===== src/rtl/crono_pkg.sv =====
// Shared constants for the stopwatch controller: state encodings, BCD digit
// limits and the default centisecond prescaler ratio.
package crono_pkg;

  localparam int TICK_DIV_DEF = 500000;

  localparam logic [3:0] BCD_MAX_9 = 4'd9;
  localparam logic [3:0] BCD_MAX_5 = 4'd5;

  // One-hot controller states
  localparam logic [3:0] ST_IDLE  = 4'b0001;
  localparam logic [3:0] ST_RUN   = 4'b0010;
  localparam logic [3:0] ST_PAUSE = 4'b0100;
  localparam logic [3:0] ST_LAP   = 4'b1000;

  function automatic logic st_counting(input logic [3:0] st);
    return (st == ST_RUN) || (st == ST_LAP);
  endfunction

endpackage


===== src/rtl/crono_bcd_cnt.sv =====
// One BCD digit of the time chain: wraps at MAX, carry is combinational so a
// tick ripples through all digits within the same cycle.
module crono_bcd_cnt
  import crono_pkg::*;
#(
  parameter logic [3:0] MAX = BCD_MAX_9
) (
  input  logic       CLK,
  input  logic       RST,
  input  logic       clear,
  input  logic       enable,
  output logic [3:0] value,
  output logic [3:0] nxt,
  output logic       carry
);

  logic [3:0] value_r;
  logic [3:0] nxt_s;

  // Next digit value: clear wins over increment
  always_comb begin
    nxt_s = value_r;
    if (clear) begin
      nxt_s = 4'd0;
    end else if (enable) begin
      if (value_r == MAX) begin
        nxt_s = 4'd0;
      end else begin
        nxt_s = value_r + 4'd1;
      end
    end else begin
      nxt_s = value_r;
    end
  end

  // Digit register, rewritten every cycle
  always_ff @(posedge CLK) begin
    if (RST) begin
      value_r <= 4'd0;
    end else begin
      value_r <= nxt_s;
    end
  end

  assign value = value_r;
  assign nxt   = nxt_s;
  assign carry = enable && (value_r == MAX);

endmodule


===== src/rtl/crono_ctrl.sv =====
// Stopwatch controller: start/stop, lap-freeze and clear on top of a
// centisecond prescaler and a MM:SS:CC BCD chain, all outputs registered.
module crono_ctrl
  import crono_pkg::*;
#(
  parameter int TICK_DIV = TICK_DIV_DEF
) (
  input  logic        CLK,
  input  logic        RST,
  input  logic        StartStopB,
  input  logic        LapB,
  input  logic        ZeraB,
  output logic [23:0] Tempo,
  output logic        Rodando,
  output logic        Congelado,
  output logic        Wrap
);

  localparam int PW = (TICK_DIV > 1) ? $clog2(TICK_DIV) : 1;
  localparam logic [PW-1:0] PRESC_LAST = PW'(TICK_DIV - 1);

  logic [3:0]    state_r;
  logic [3:0]    state_next_s;
  logic [PW-1:0] presc_r;
  logic [PW-1:0] presc_next_s;

  logic zera_ev_s;
  logic start_ev_s;
  logic lap_ev_s;
  logic clear_s;
  logic lap_cap_s;
  logic counting_s;
  logic tick_s;

  logic [3:0] cent_u_s, cent_d_s, seg_u_s, seg_d_s, min_u_s, min_d_s;
  logic [3:0] cent_u_n_s, cent_d_n_s, seg_u_n_s, seg_d_n_s, min_u_n_s, min_d_n_s;
  logic       cent_u_c_s, cent_d_c_s, seg_u_c_s, seg_d_c_s, min_u_c_s, min_d_c_s;

  logic [23:0] live_s;
  logic [23:0] live_next_s;
  logic [23:0] lap_r;
  logic [23:0] lap_next_s;
  logic [23:0] tempo_next_s;

  logic [23:0] tempo_r;
  logic        rodando_r;
  logic        congelado_r;
  logic        wrap_r;

  // Only the highest-priority press of a cycle survives: zera > start > lap
  assign zera_ev_s  = ~ZeraB;
  assign start_ev_s = ~StartStopB & ZeraB;
  assign lap_ev_s   = ~LapB & StartStopB & ZeraB;

  assign counting_s = st_counting(state_r);
  assign tick_s     = counting_s && (presc_r == PRESC_LAST);

  // State transitions and the clear / lap-capture strobes
  always_comb begin
    state_next_s = state_r;
    clear_s      = 1'b0;
    lap_cap_s    = 1'b0;
    case (state_r)
      ST_IDLE: begin
        if (zera_ev_s) begin
          clear_s = 1'b1;
        end else if (start_ev_s) begin
          state_next_s = ST_RUN;
        end else begin
          state_next_s = ST_IDLE;
        end
      end
      ST_RUN: begin
        if (start_ev_s) begin
          state_next_s = ST_PAUSE;
        end else if (lap_ev_s) begin
          state_next_s = ST_LAP;
          lap_cap_s    = 1'b1;
        end else begin
          state_next_s = ST_RUN;
        end
      end
      ST_LAP: begin
        if (lap_ev_s) begin
          state_next_s = ST_RUN;
        end else if (start_ev_s) begin
          state_next_s = ST_PAUSE;
        end else begin
          state_next_s = ST_LAP;
        end
      end
      ST_PAUSE: begin
        if (zera_ev_s) begin
          clear_s      = 1'b1;
          state_next_s = ST_IDLE;
        end else if (start_ev_s) begin
          state_next_s = ST_RUN;
        end else begin
          state_next_s = ST_PAUSE;
        end
      end
      default: begin
        state_next_s = ST_IDLE;
      end
    endcase
  end

  // Prescaler holds in PAUSE so the sub-centisecond phase survives a pause
  always_comb begin
    presc_next_s = presc_r;
    if (clear_s) begin
      presc_next_s = {PW{1'b0}};
    end else if (tick_s) begin
      presc_next_s = {PW{1'b0}};
    end else if (counting_s) begin
      presc_next_s = presc_r + PW'(1);
    end else begin
      presc_next_s = presc_r;
    end
  end

  crono_bcd_cnt #(.MAX(BCD_MAX_9)) u_cent_u (
    .CLK(CLK), .RST(RST), .clear(clear_s), .enable(tick_s),
    .value(cent_u_s), .nxt(cent_u_n_s), .carry(cent_u_c_s)
  );
  crono_bcd_cnt #(.MAX(BCD_MAX_9)) u_cent_d (
    .CLK(CLK), .RST(RST), .clear(clear_s), .enable(cent_u_c_s),
    .value(cent_d_s), .nxt(cent_d_n_s), .carry(cent_d_c_s)
  );
  crono_bcd_cnt #(.MAX(BCD_MAX_9)) u_seg_u (
    .CLK(CLK), .RST(RST), .clear(clear_s), .enable(cent_d_c_s),
    .value(seg_u_s), .nxt(seg_u_n_s), .carry(seg_u_c_s)
  );
  crono_bcd_cnt #(.MAX(BCD_MAX_5)) u_seg_d (
    .CLK(CLK), .RST(RST), .clear(clear_s), .enable(seg_u_c_s),
    .value(seg_d_s), .nxt(seg_d_n_s), .carry(seg_d_c_s)
  );
  crono_bcd_cnt #(.MAX(BCD_MAX_9)) u_min_u (
    .CLK(CLK), .RST(RST), .clear(clear_s), .enable(seg_d_c_s),
    .value(min_u_s), .nxt(min_u_n_s), .carry(min_u_c_s)
  );
  crono_bcd_cnt #(.MAX(BCD_MAX_5)) u_min_d (
    .CLK(CLK), .RST(RST), .clear(clear_s), .enable(min_u_c_s),
    .value(min_d_s), .nxt(min_d_n_s), .carry(min_d_c_s)
  );

  assign live_s      = {min_d_s, min_u_s, seg_d_s, seg_u_s, cent_d_s, cent_u_s};
  assign live_next_s = {min_d_n_s, min_u_n_s, seg_d_n_s, seg_u_n_s, cent_d_n_s, cent_u_n_s};

  // Lap capture takes the pre-increment count; display follows the next state
  always_comb begin
    lap_next_s   = lap_r;
    tempo_next_s = live_next_s;
    if (lap_cap_s) begin
      lap_next_s = live_s;
    end else begin
      lap_next_s = lap_r;
    end
    if (state_next_s == ST_LAP) begin
      tempo_next_s = lap_next_s;
    end else begin
      tempo_next_s = live_next_s;
    end
  end

  // Control state, prescaler, lap register and registered outputs
  always_ff @(posedge CLK) begin
    if (RST) begin
      state_r     <= ST_IDLE;
      presc_r     <= {PW{1'b0}};
      lap_r       <= 24'd0;
      tempo_r     <= 24'd0;
      rodando_r   <= 1'b0;
      congelado_r <= 1'b0;
      wrap_r      <= 1'b0;
    end else begin
      state_r     <= state_next_s;
      presc_r     <= presc_next_s;
      lap_r       <= lap_next_s;
      tempo_r     <= tempo_next_s;
      rodando_r   <= st_counting(state_next_s);
      congelado_r <= (state_next_s == ST_LAP);
      wrap_r      <= min_d_c_s;
    end
  end

  assign Tempo     = tempo_r;
  assign Rodando   = rodando_r;
  assign Congelado = congelado_r;
  assign Wrap      = wrap_r;

endmodule


===== config.mk =====
export PLATFORM = sky130hd
export DESIGN_NAME = crono_ctrl
export DESIGN_NICKNAME = d
export VERILOG_FILES = /design/src/rtl/crono_pkg.sv /design/src/rtl/crono_bcd_cnt.sv /design/src/rtl/crono_ctrl.sv
export SDC_FILE = /design/constraint.sdc
export NUM_CORES = 1
export LEC_CHECK = 0
export CORE_AREA = 2 2 96 98
export DETAILED_ROUTE_END_ITERATION = 8
export DIE_AREA = 0 0 98 100
export GPL_TIMING_DRIVEN = 1
export MAX_ROUTING_LAYER = met4
export PLACE_DENSITY_LB_ADDON = 0.25
export SLEW_MARGIN = 10
export SYNTH_ARGS = -nofsm -noshare
export SYNTH_HDL_FRONTEND = slang
export SYNTH_SLANG_ARGS = --single-unit

===== constraint.sdc =====
create_clock -name CLK -period 2.9 [get_ports CLK]
set_clock_uncertainty 0.2 [all_clocks]
set_input_delay 0.58 -clock CLK [delete_from_list [all_inputs] [get_ports CLK]]
set_output_delay 0.58 -clock CLK [all_outputs]
set_load 0.005 [all_outputs]

==> results.sh <==
export IMPL_remaining_drc_errors=0
export IMPL_period_needed_ps=2550
export IMPL_critPathRequiredTime_ps=2940
export IMPL_maximum_number_of_pins_on_one_net_before_global_route_repair=34
export IMPL_worst_setup_path_start_kind="input pin"
export IMPL_ant_nets=0
export IMPL_cts_htree_levels=3
export IMPL_synth_ff_latch_count=98
export IMPL_grt_pass1_vias=3321
export IMPL_cts_hold_buf=0
export IMPL_globalplace_congestion=0.810
export IMPL_status="completed"
export IMPL_cp_top_family="compound AO/OA/AOI/OAI gates"
export IMPL_core_utilization_of_the_finished_layout=0.546
export IMPL_leakagePower_nw=1.64
export IMPL_synthCells=475
export IMPL_critical_path_max_fanout=22
export IMPL_initialDrtViolationCount=158
export IMPL_cts_clk_slew_worst_paths_ps=90
export IMPL_clk_insertion_delay_late_ps=360
export IMPL_post_synth_xor_area_fraction=0.0650
export IMPL_async_flop_share=0
export IMPL_critical_path_slowest_cell="clkdlybuf4s50_1"
export IMPL_buffer_levels_on_the_longest_clock_path=2
export IMPL_floorplan_die_height_um=100
export IMPL_cp_slowest_stage_delay_ps=590
export IMPL_synth_top_family_by_area="simple AND/OR/NAND/NOR gates"
export IMPL_num_nets_final=502
export IMPL_power_density_nw_per_um2=474
export IMPL_antennaDiodeCount=0
export IMPL_std_cell_rows=35
export IMPL_global_route_usage_total=0.197
export IMPL_io_pins=32
export IMPL_post_synth_and_or_nand_nor_area_fraction=0.260
export IMPL_timing_worst_setup_path_type="in2reg"
export IMPL_cts_tree="yes"
export IMPL_die_area_um2=9800
export IMPL_unrepaired_setup_endpoints_after_global_routing="false"
export IMPL_hold_path_cell_count=2
export IMPL_timing_rr_start="state_r[3]$_SDFF_PP0_"
export IMPL_synth_enable_flop_cells=0
export IMPL_cts_setup_buffers=0
export IMPL_postRouteWirelength_um=8990
export IMPL_worstSetupPathDepth=7
export IMPL_clock_root_buffer="clkbuf_8"
export IMPL_die_width_um=98
export IMPL_drive_above_1_share=0.0840
export IMPL_fp_coreArea_um2=8890
export IMPL_average_routed_wire_per_standard_cell_um=14.7
export IMPL_post_synth_mux_area_share=0.0399
export IMPL_via_count=3436
export IMPL_worst_ir_drop_on_vdd_v=0.000262
export IMPL_postSynthNetCount=481
export IMPL_timing_fmax_ghz=0.393
export IMPL_cap_viol_max_count=0
export IMPL_cts_sink_count=98
export IMPL_total_overflow_reported_by_the_global_router=0
export IMPL_finalHoldViolCount=0
export IMPL_synthDistinctLibCells=60
export IMPL_postSynth_topFlopCell="dfxtp_1"
export IMPL_start_util=0.483
export IMPL_io_buffers=31
export IMPL_cts_inserted_buffers=9
export IMPL_hp_class="reg2reg"
export IMPL_ys_warn_count=0
export IMPL_cp_num_buf_inv=2
export IMPL_layout_cells_non_filler=611
export IMPL_flow_area_growth_from_synthesis_pct=13.0
export IMPL_detailedRoute_firstPassIterationCount=4
export IMPL_final_fill_count=841
export IMPL_synth_compound_gate_area_share=0.120
export IMPL_synth_avg_cell_area_um2=9.04
export IMPL_r2r_worst_path_cells=6
export IMPL_ctsResizeCount=0
export IMPL_grt_antenna_before_repair=0
export IMPL_syn_area_um2=4290
export IMPL_dp_cells=596
export IMPL_yosys_area_share_adder=0.00291
export IMPL_critical_path_end_type="flip-flop"
export IMPL_drv_slew=0
export IMPL_cp_arrival_ps=2590
export IMPL_slew_limit_headroom=0.645
export IMPL_period_utilization_post_route=0.878
export IMPL_tightest_slew_ps=531
export IMPL_crit_path_start="ZeraB"
export IMPL_synth_seq_area_share=0.457
export IMPL_hpwlAfterDp_um=5870
export IMPL_timing_hold_worst_start="lap_r[0]$_SDFF_PP0_"
export IMPL_grt_first_pass_wirelength_um=15300
export IMPL_detail_route_vias_per_cell=5.62
export IMPL_critical_path_cell_chain="clkdlybuf4s50_1 -> a21boi_0 -> o22ai_2 -> buf_4 -> nand2_2 -> o32a_1 -> o21ai_2"
export IMPL_report_final_setup_viol=0
## layer usage
metal / wire [µm] / track usage
met5: 0 / -
met3: 260 / 0.0481
met2: 4460 / 0.331
met1: 4210 / 0.237
met4: 58 / 0.0545
## per-stage QoR
| stage | instance area, µm² | setup TNS [ps] | worst slack, ps | power, mW | hold slack [ps] |
|---|---|---|---|---|---|
| 2_1_floorplan | 4290 | 0 | 748 | 1.41 | 228 |
| 3_3_place_gp | 4650 | 0 | 78.9 | 1.44 | 243 |
| 3_5_place_dp | 4650 | -33.9 | -15.4 | 1.44 | 250 |
| 4_1_cts | 4850 | 0 | 372 | 2.33 | 263 |
| 5_1_grt | 4850 | 0 | 242 | 2.38 | 273 |
| 6_report | 4850 | 0 | 355 | 2.30 | 262 |
## area by class of cell
type / instances / area (µm²) / area share
Multi-Input combinational cell: 333 / 2100 / 0.433
Sequential cell: 98 / 1960 / 0.404
Timing Repair Buffer: 41 / 398 / 0.0820
Clock buffer: 11 / 151 / 0.0312
Tap cell: 111 / 139 / 0.0286
Clock inverter: 4 / 51.3 / 0.0106
Inverter: 13 / 48.8 / 0.0101
## synthesized netlist by cell type, types with 3 or more instances
cell,instances,area share
clkbuf_1,10,0.0087
o221ai_1,3,0.0061
nor2b_1,7,0.010
buf_2,11,0.013
o31ai_1,3,0.0052
nor4b_1,5,0.010
buf_6,6,0.016
nor3b_1,3,0.0052
or3_1,5,0.0073
nand2b_1,3,0.0044
a21oi_1,25,0.029
and4_1,4,0.0082
a21o_1,5,0.0087
o21ai_0,5,0.0058
nor2_1,66,0.058
xor2_1,16,0.033
nor4bb_1,5,0.012
mux2i_1,16,0.037
nand3b_1,5,0.0087
xnor2_1,14,0.029
dfxtp_1,98,0.46
o32a_1,3,0.0070
nor4_1,10,0.015
nand3_1,20,0.023
inv_1,13,0.011
and2_1,3,0.0044
nor3_1,8,0.0093
buf_4,4,0.0070
o22ai_1,13,0.019
nand2_1,33,0.029
nand4_1,13,0.019
o21ai_2,3,0.0061
## power breakdown
part	leakage [nW]	switching (mW)	internal (mW)
Sequential	0.789	0.00209	1.35
Clock	0.101	0.453	0.441
Combinational	0.746	0.0403	0.0195
Total	1.64	0.495	1.81
## final timing paths
kind / end / slack (ps)
worst min-delay path: lap_r[0]$_SDFF_PP0_ / 260
worst max-delay path: Tempo[8]$_SDFF_PP0_ / 350
worst max register to register: Tempo[8]$_SDFF_PP0_ / 370
worst min register to register: lap_r[0]$_SDFF_PP0_ / 260
## logic make-up (layout without fill, tap and decap cells)
logic type | count (synthesis) | count (layout)
simple gates | 207 | 207
flops | 98 | 98
compound gates | 77 | 77
buf+inv | 44 | 69
xor+xnor | 31 | 31
mux | 17 | 17
fa+ha+maj | 1 | 1
## worst reg2reg max path, delay by kind of cell, from the launching register on
kind / cells / cell delay, ps
AND/OR/NAND/NOR: 2 / 980
buffers and inverters: 1 / 200
AO/OA/AOI/OAI: 3 / 530
flip-flops: 1 / 570
## layout by cell type, fill, tap and decap left out, types with 2 or more instances in the layout
master and n:
a21o_1 5, a21oi_1 25, a22o_1 2, and2_1 3, and3_1 2, and4_1 4
and4bb_2 2, buf_4 9, clkbuf_8 11, clkdlybuf4s50_1 31, dfxtp_1 98, inv_1 13
mux2i_1 16, nand2_1 33, nand2b_1 3, nand3_1 20, nand3b_1 5, nand4_1 13
nor2_1 66, nor2b_1 7, nor3_1 8, nor3b_1 3, nor4_1 10, nor4b_1 5
nor4b_2 2, nor4bb_1 5, o211ai_1 2, o21ai_0 5, o21ai_2 3, o221ai_1 3
o22ai_1 13, o31a_1 2, o31ai_1 3, o32a_1 3, or2_2 2, or3_1 5
or4_1 2, xnor2_1 14, xor2_1 16
## flip-flops by register name, indices dropped and copies added (netlist names)
| signal | flops |
|---|---|
| Tempo | 24 |
| lap_r | 24 |
| presc_r | 19 |
| state_r | 4 |
| u_cent_d.value | 4 |
| u_cent_u.value | 4 |
| u_min_d.value | 4 |
| u_min_u.value | 4 |
| u_seg_d.value | 4 |
| u_seg_u.value | 4 |
| Congelado | 1 |
| Rodando | 1 |
| Wrap | 1 |
Power figures use the tool's default switching activity.
